===== src/rtl/uart_rx_fifo.sv =====
// uart_rx_fifo: 8N1 receiver with 16x oversampling,
// 3-sample majority vote and a show-ahead receive FIFO.
`timescale 1ns/1ps
module uart_rx_fifo #(
  parameter int CLK_FREQ = 100_000_000,
  parameter int BAUD     = 9600,
  parameter int DEPTH    = 8
) (
  input  logic                   clk,
  input  logic                   rst,
  input  logic                   rx,
  input  logic                   rd_en,
  output logic [7:0]             rd_data,
  output logic                   empty,
  output logic                   full,
  output logic [$clog2(DEPTH):0] count,
  output logic                   rx_done,
  output logic                   frame_err,
  output logic                   overrun
);
  localparam int DIV = CLK_FREQ / (BAUD * 16);
  localparam int DW  = (DIV > 1) ? $clog2(DIV) : 1;
  localparam int AW  = $clog2(DEPTH);
  localparam int CW  = AW + 1;

  typedef enum logic [2:0] {
    IDLE, START, DATA, STOP, BRK
  } state_t;

  logic          rx_m;
  logic          rxs;
  logic [DW-1:0] div_cnt;
  logic          tick;
  state_t        state;
  state_t        state_n;
  logic [3:0]    scnt;
  logic [2:0]    bcnt;
  logic [2:0]    smp;
  logic [7:0]    shreg;
  logic          vote_end;
  logic          vote_mid;
  logic          push_req;
  logic          ferr_req;
  logic          do_push;
  logic          do_pop;
  logic [7:0]    mem [DEPTH];
  logic [AW-1:0] wr_ptr;
  logic [AW-1:0] rd_ptr;

  // two-flop synchronizer, idle-high
  always_ff @(posedge clk or negedge rst) begin
    if (!rst) {rxs, rx_m} <= 2'b11;
    else      {rxs, rx_m} <= {rx_m, rx};
  end

  // free-running 16x baud tick, never re-aligned
  always_ff @(posedge clk or negedge rst) begin
    if (!rst)      div_cnt <= '0;
    else if (tick) div_cnt <= '0;
    else           div_cnt <= div_cnt + 1'b1;
  end

  assign tick = (div_cnt == DW'(DIV - 1));

  // smp holds samples 7,8,9 at window end;
  // mid-window vote uses live rxs as the 9th
  assign vote_end = (smp[2] & smp[1]) |
                    (smp[2] & smp[0]) |
                    (smp[1] & smp[0]);
  assign vote_mid = (smp[1] & smp[0]) |
                    (smp[1] & rxs) |
                    (smp[0] & rxs);

  // state register
  always_ff @(posedge clk or negedge rst) begin
    if (!rst) state <= IDLE;
    else      state <= state_n;
  end

  // next state and frame-level events
  always_comb begin
    state_n  = state;
    push_req = 1'b0;
    ferr_req = 1'b0;
    unique case (state)
      IDLE:  if (!rxs) state_n = START;
      START: if (tick && scnt == 4'd15)
               state_n = vote_end ? IDLE : DATA;
      DATA:  if (tick && scnt == 4'd15 && bcnt == 3'd7)
               state_n = STOP;
      STOP:  if (tick && scnt == 4'd9) begin
               if (vote_mid) begin
                 push_req = 1'b1;
                 state_n  = IDLE;
               end else begin
                 ferr_req = 1'b1;
                 state_n  = BRK;
               end
             end
      BRK:   if (rxs) state_n = IDLE;
      default: state_n = IDLE;
    endcase
  end

  // bit window counters, samples, shift register
  always_ff @(posedge clk or negedge rst) begin
    if (!rst) begin
      scnt  <= '0;
      bcnt  <= '0;
      smp   <= '0;
      shreg <= '0;
    end else if (state == IDLE) begin
      scnt <= '0;
      bcnt <= '0;
    end else if (tick) begin
      scnt <= scnt + 1'b1;
      if (scnt >= 4'd7 && scnt <= 4'd9)
        smp <= {smp[1:0], rxs};
      if (state == DATA && scnt == 4'd15) begin
        shreg <= {vote_end, shreg[7:1]};
        bcnt  <= bcnt + 1'b1;
      end
    end
  end

  assign do_pop  = rd_en && !empty;
  assign do_push = push_req && (!full || do_pop);

  // FIFO storage
  always_ff @(posedge clk or negedge rst) begin
    if (!rst) begin
      for (int i = 0; i < DEPTH; i++)
        mem[i] <= '0;
    end else if (do_push) begin
      mem[wr_ptr] <= shreg;
    end
  end

  // pointers and occupancy
  always_ff @(posedge clk or negedge rst) begin
    if (!rst) begin
      wr_ptr <= '0;
      rd_ptr <= '0;
      count  <= '0;
    end else begin
      if (do_push) wr_ptr <= wr_ptr + 1'b1;
      if (do_pop)  rd_ptr <= rd_ptr + 1'b1;
      unique case (1'b1)
        (do_push && !do_pop): count <= count + 1'b1;
        (do_pop && !do_push): count <= count - 1'b1;
        default: ;
      endcase
    end
  end

  // one-cycle event pulses
  always_ff @(posedge clk or negedge rst) begin
    if (!rst) begin
      rx_done   <= 1'b0;
      overrun   <= 1'b0;
      frame_err <= 1'b0;
    end else begin
      rx_done   <= do_push;
      overrun   <= push_req && !do_push;
      frame_err <= ferr_req;
    end
  end

  assign empty   = (count == '0);
  assign full    = (count == CW'(DEPTH));
  assign rd_data = empty ? 8'h00 : mem[rd_ptr];

endmodule


===== config.mk =====
export PLATFORM = sky130hd
export DESIGN_NAME = uart_rx_fifo
export DESIGN_NICKNAME = d
export VERILOG_FILES = /design/src/rtl/uart_rx_fifo.sv
export SDC_FILE = /design/constraint.sdc
export NUM_CORES = 1
export LEC_CHECK = 0
export BUFFER_PORTS_ARGS = -buffer_cell sky130_fd_sc_hd__buf_2
export CAP_MARGIN = 20
export CELL_PAD_IN_SITES_DETAIL_PLACEMENT = 0
export CELL_PAD_IN_SITES_GLOBAL_PLACEMENT = 1
export CORE_MARGIN = 2
export CORE_UTILIZATION = 30
export DETAILED_ROUTE_END_ITERATION = 8
export GPL_TIMING_DRIVEN = 0
export PLACE_DENSITY_LB_ADDON = 0.1
export SYNTH_ARGS = -nofsm -noshare
export SYNTH_HDL_FRONTEND = slang
export SYNTH_SLANG_ARGS = --single-unit

===== constraint.sdc =====
create_clock -name clk -period 3.02 [get_ports clk]
set_input_delay 0.302 -clock clk [delete_from_list [all_inputs] [get_ports clk]]
set_output_delay 0.302 -clock clk [all_outputs]
set_load 0.01 [all_outputs]

# After elaboration in Yosys (flattened, before gate mapping)
# Cells that the tools add are included.
# Widths: inputs -> output; s select.
# op_classes
order_cmp	5
eq_ne	14
bitwise_logic	12
addsub	7
reduce_logical	25
n_mux	28
# ops
cell	count
$bwmux 64	1
$mux 8	4
$mux 3	9
$bmux 8 s3	1
$demux 8 s3	1
$pmux 3 s5	1
$eq 4x4->1 const B	3
$logic_and 1x1->1	11
$add 10x1->10 const B	1
$eq 10x10->1 const B	1
$mux 10	1
$ne 2x2->1 const B	5
$add 3x1->3 const B	3
$add 4x1->4 const B	2
$ge 4x4->1 const B	2
$mux 4	2
$not 3->4	2
$pmux 4 s2	1
$eq 3x2->1 const B	2
$eq 3x3->1 const B	2
$mux 1	6
$reduce_and 3->1	2
$reduce_bool 2->1	3
$and 1x1->1	5
14 further kinds	20
# word_totals
output_inout_bits	17
reg_bits	110
inputBits	4

# Longest topological paths before layout
# logic_depth
word_depth	10
mapped_depth	13
ltp_nobuf	13

# Least setup slack after synthesis
# Ideal clock, no wire load.
# synth_path
path_type	register -> register
from	register count[1]
to	register count[2]
path_slack_ns	-0.159
t_required_ns	2.889
t_arrival_ns	3.048
path_buffers	1
path_stages_with_launch	11
setup_ns	0.131
cell_sequence	dfrtp_1 clkbuf_1 nor4_1 nor2b_1 ha_1 xor2_1 ha_1 a21oi_1 xor2_1 nor2_1 xor2_1
# synth_via
elab_chain_cells	8
word_cells_on_any_way	15
# synth_lines
element	line	rtl
start, declared	16	output logic [$clog2(DEPTH):0] count,
start signal, assigned	149	(do_push && !do_pop): count <= count + 1'b1;
start signal, assigned	150	(do_pop && !do_push): count <= count - 1'b1;
$logic_not 4->1 *	169	assign empty = (count == '0);
via empty	14	output logic empty,
$logic_not 1->1 *	126	assign do_pop = rd_en && !empty;
$logic_and 1x1->1 *	126	
via do_pop	45	logic do_pop;
$logic_or 1x1->1	127	assign do_push = push_req && (!full || do_pop);
$logic_and 1x1->1	127	
$logic_not 1->1	150	
$logic_and 1x1->1	150	
$pmux 4 s2 / $reduce_bool 2->1 (equally long branches)	-	
# The timed path passes the listed nets; every way through them passes the cells marked *.
# A chain may end at the register's enable or synchronous reset.

# Worst setup path in the final report
# layout_path
from	register div_cnt[5]
to	register mem[31] (netlist bit)
# layout_via
elab_chain_cells	5
# layout_lines
element	line	rtl
start, declared	32	logic [DW-1:0] div_cnt;
start signal, assigned	60	else div_cnt <= div_cnt + 1'b1;
$eq 10x10->1	63	assign tick = (div_cnt == DW'(DIV - 1));
$logic_and 1x1->1	91	STOP: if (tick && scnt == 4'd9) begin
$mux 1	91	
$mux 1	85	unique case (state)
$logic_and 1x1->1	127	
end signal, assigned by index	135	mem[wr_ptr] <= shreg;
end, declared	46	logic [7:0] mem [DEPTH];
# No other way between the ends.

==> flow_summary.ini <==
[drt]
remaining_drc_errors = 0
via_per_inst = 4.78
drt_iter0_drc = 150
wl_mm = 11.5
postRouteAntennaNets = 0
via_count = 3099
drt_first_pass_iters = 4
avgRoutedWirePerCell_um = 17.7

[yosys]
synth.area.top_cells = dfrtp_1 51%, mux2_2 16%, mux4_2 6.8%
synth_fp_nets = 396
ys_ff_latch = 110
synth_top_cell_area_share_pct = 51.3
ys.flop_type = dfrtp_1
seq_area_frac_synth_pct = 52.3
yosys.cell_types.count = 49
syn_area_um2 = 5270
avgSynthCellArea_um2 = 13.9
ys_warn_count = 0
syn-instance-count = 380
synth_top_cell_by_area = dfrtp_1
synth-edff-count = 0
async_reset_ff_share_pct = 100

[placed_design]
io_buffers = 20
globalplace.congestion = 0.704
dpl.hpwl_mm = 7.46

[cells_and_area]
seq_area_um2 = 2760
area_growth_pct = 16.2
nFillCells = 1703
layout.nets = 436
antenna-diode-count = 0
drive_gt1_share_pct = 38.7
multi_input_area_um2 = 2440

[timing]
slew_viol_final = 0
setup-violations-final = 0
fin_crit_sh_pct = 96.5
period_needed_ns = 2.92
rsz0062_at_grt = no
finalHoldViolations = 0
finClkSkew_ns = 0.00660
timing.slew.headroom_pct = 36.5
max_freq_mhz = 343
fin_tns_setup_ns = 0
worst_slew_pin_slew_ns = 0.953

[global_routing]
grt_pass1_wl_mm = 18.8
antenna_found_initial = 0
first_global_vias = 3218
met3_usage_pct = 2.01
grt_use_met1_pct = 19.0
top_usage_layer = met2
grt_usage_pct = 13.7
gr-usage-met2_pct = 21.1
overflow = 0
grt_max_degree = 71

[power]
p_per_area_nw_per_um2 = 548
combPwrFrac_pct = 19.0
leakage_nw = 2.86
vdd_drop_max_mv = 0.360
p_switching_w = 0.000988
finalPower_w = 0.00335
p_int_w = 0.00236
clkPwrFrac_pct = 33.7
p_seq_share_pct = 47.3
power.share.switching_pct = 29.5

[setup_path]
crit_arrival_ns = 3.15
cp_max_fo = 10
critPathLaunchType = register
cp.required_ns = 3.26
path_class = register to register
reg2reg_slack_ns = 0.10
end_kind = register
rr_startpoint = div_cnt[5]
rr_worst_depth = 5
r2r-end = mem[31]

[floorplanning]
ios = 21
rows = 48
die_width_um = 136
fp.dieH_um = 136
start_util_pct = 30.5
die_area_um2 = 18600
core-area_um2 = 17200

[run]
timing.max_cap.violations = 0

[clock_network]
htree_levels = 3
numCtsBuffers = 9
cts-root-buf = clkbuf_16
clockBufferDepth = 2
clk_pin_slew_ns = 0.07
clk_latency_ns = 0.35
cts_tree = yes
cts_sinks = 110

[min_path]
holdPathStages = 1
hold_path.class = input port to register
min-delay-start = rx
min_to = rx_m

[outcome]
status = finished, final reports clean
-- cells in the mapped netlist (2+ instances only) --
cell / n
dfrtp_1: 108
mux2_2: 77
nor2_1: 25
mux4_2: 16
nand2_1: 15
ha_1: 12
inv_1: 12
xnor2_1: 12
mux2i_1: 11
nand3_1: 8
xor2_1: 8
clkbuf_1: 7
nor3_1: 6
nor4_4: 6
buf_1: 4
nand3b_1: 4
nor4_1: 4
o21ai_0: 4
a21oi_1: 3
nand2b_1: 3
nand4_1: 3
dfstp_2: 2
maj3_1: 2
nand4b_1: 2
nor4b_1: 2
-- state kept, by name (all words and copies together) (netlist names) --
name / cells
mem: 64
div_cnt: 10
shreg: 8
count: 4
scnt: 4
bcnt: 3
rd_ptr: 3
smp: 3
state: 3
wr_ptr: 3
frame_err: 1
overrun: 1
rx_done: 1
rx_m: 1
rxs: 1
-- metal layers --
layer / vias up / part of all wire [%]
li1: 1454 / -
met1: 1594 / 49
met2: 36 / 47
met3: 15 / 2.2
met4: 0 / 2.1
met5: - / 0
-- how the worst max path moves through the flow --
stage          depth (start not counted)        from         end
2_1_floorplan                         11  div_cnt[2]    count[2]
3_3_place_gp                          10    count[1]    count[2]
3_5_place_dp                           6   rd_ptr[0]  rd_data[6]
4_1_cts                                5  div_cnt[5]     mem[21]
5_1_grt                                5  div_cnt[5]     mem[30]
6_report                               5  div_cnt[5]     mem[31]
-- area by class of cell --
class | instances | area share, %
multi-input combinational | 244 | 39.9
timing repair buffer | 29 | 4.09
buffer | 14 | 1.17
inverter | 12 | 0.736
tap | 225 | 4.60
clock inverter | 5 | 0.573
sequential | 110 | 45.0
clock buffer | 10 | 3.91
-- power by group through the flow --
stage / clock network (W) / registers (W) / logic, W
after floorplan: 0 / 0.00161 / 0.000385
after global placement: 0 / 0.00161 / 0.000623
after detailed placement: 0 / 0.00162 / 0.000642
after CTS: 0.00118 / 0.00159 / 0.000651
after global routing: 0.00123 / 0.00160 / 0.000700
final: 0.00113 / 0.00159 / 0.000636
-- cell families (layout without fill, tap and decap cells) --
group	Yosys count	in the layout	synth area share (%)
mux	105	105	25.6
fa+ha+maj	14	14	3.23
compound gates	13	13	1.71
buf+inv	26	70	2.09
flops	110	110	52.3
simple gates	92	92	11.7
xor+xnor	20	20	3.33
-- what timing repair did --
item / 4_1_cts / 5_1_grt
hold buffers: 1 / 0
pin swaps: 4 / 3
hold endpoints to repair: 38 / 0
endpoints found under the setup margin: 51 / 33
gates resized for setup: 7 / 6
setup buffers: 3 / 3
-- layout by cell type (no fill, tap or decap), types with 4 or more instances in the layout --
cell type / count
o21ai_0: 4
inv_1: 12
xnor2_1: 12
mux2_2: 77
clkbuf_16: 9
nor4_4: 7
nand3_1: 7
mux4_2: 16
nor3_1: 5
nor2_1: 25
ha_1: 11
xor2_1: 8
dfrtp_1: 108
buf_12: 4
nand3b_1: 4
buf_2: 19
mux2i_1: 11
nand2_1: 15
clkbuf_1: 5
-- worst max-delay path, stage by stage (launching register included) --
cell and delay, ns:
dfrtp_1 0.43, or4b_4 0.60, or4_4 0.58, buf_6 0.19, nor4_4 0.58, mux2_2 0.41
-- stage by stage --
| step | instance area [um^2] | hold WS (ns) | cells | setup slack (ns) | utilization, % |
|---|---|---|---|---|---|
| after floorplan | 5270 | 0.00641 | 380 | 0.201 | - |
| after global placement | 5650 | 0.348 | 625 | -0.752 | 32.8 |
| after detailed placement | 5710 | 0.258 | 627 | -0.254 | 33.1 |
| after CTS | 6050 | 0.0300 | 646 | -0.00504 | 35.1 |
| after global routing | 6120 | 0.0346 | 649 | 0.00797 | 35.5 |
| final | 6120 | 0.0476 | 649 | 0.105 | 35.5 |
Power figures use the tool's default switching activity.
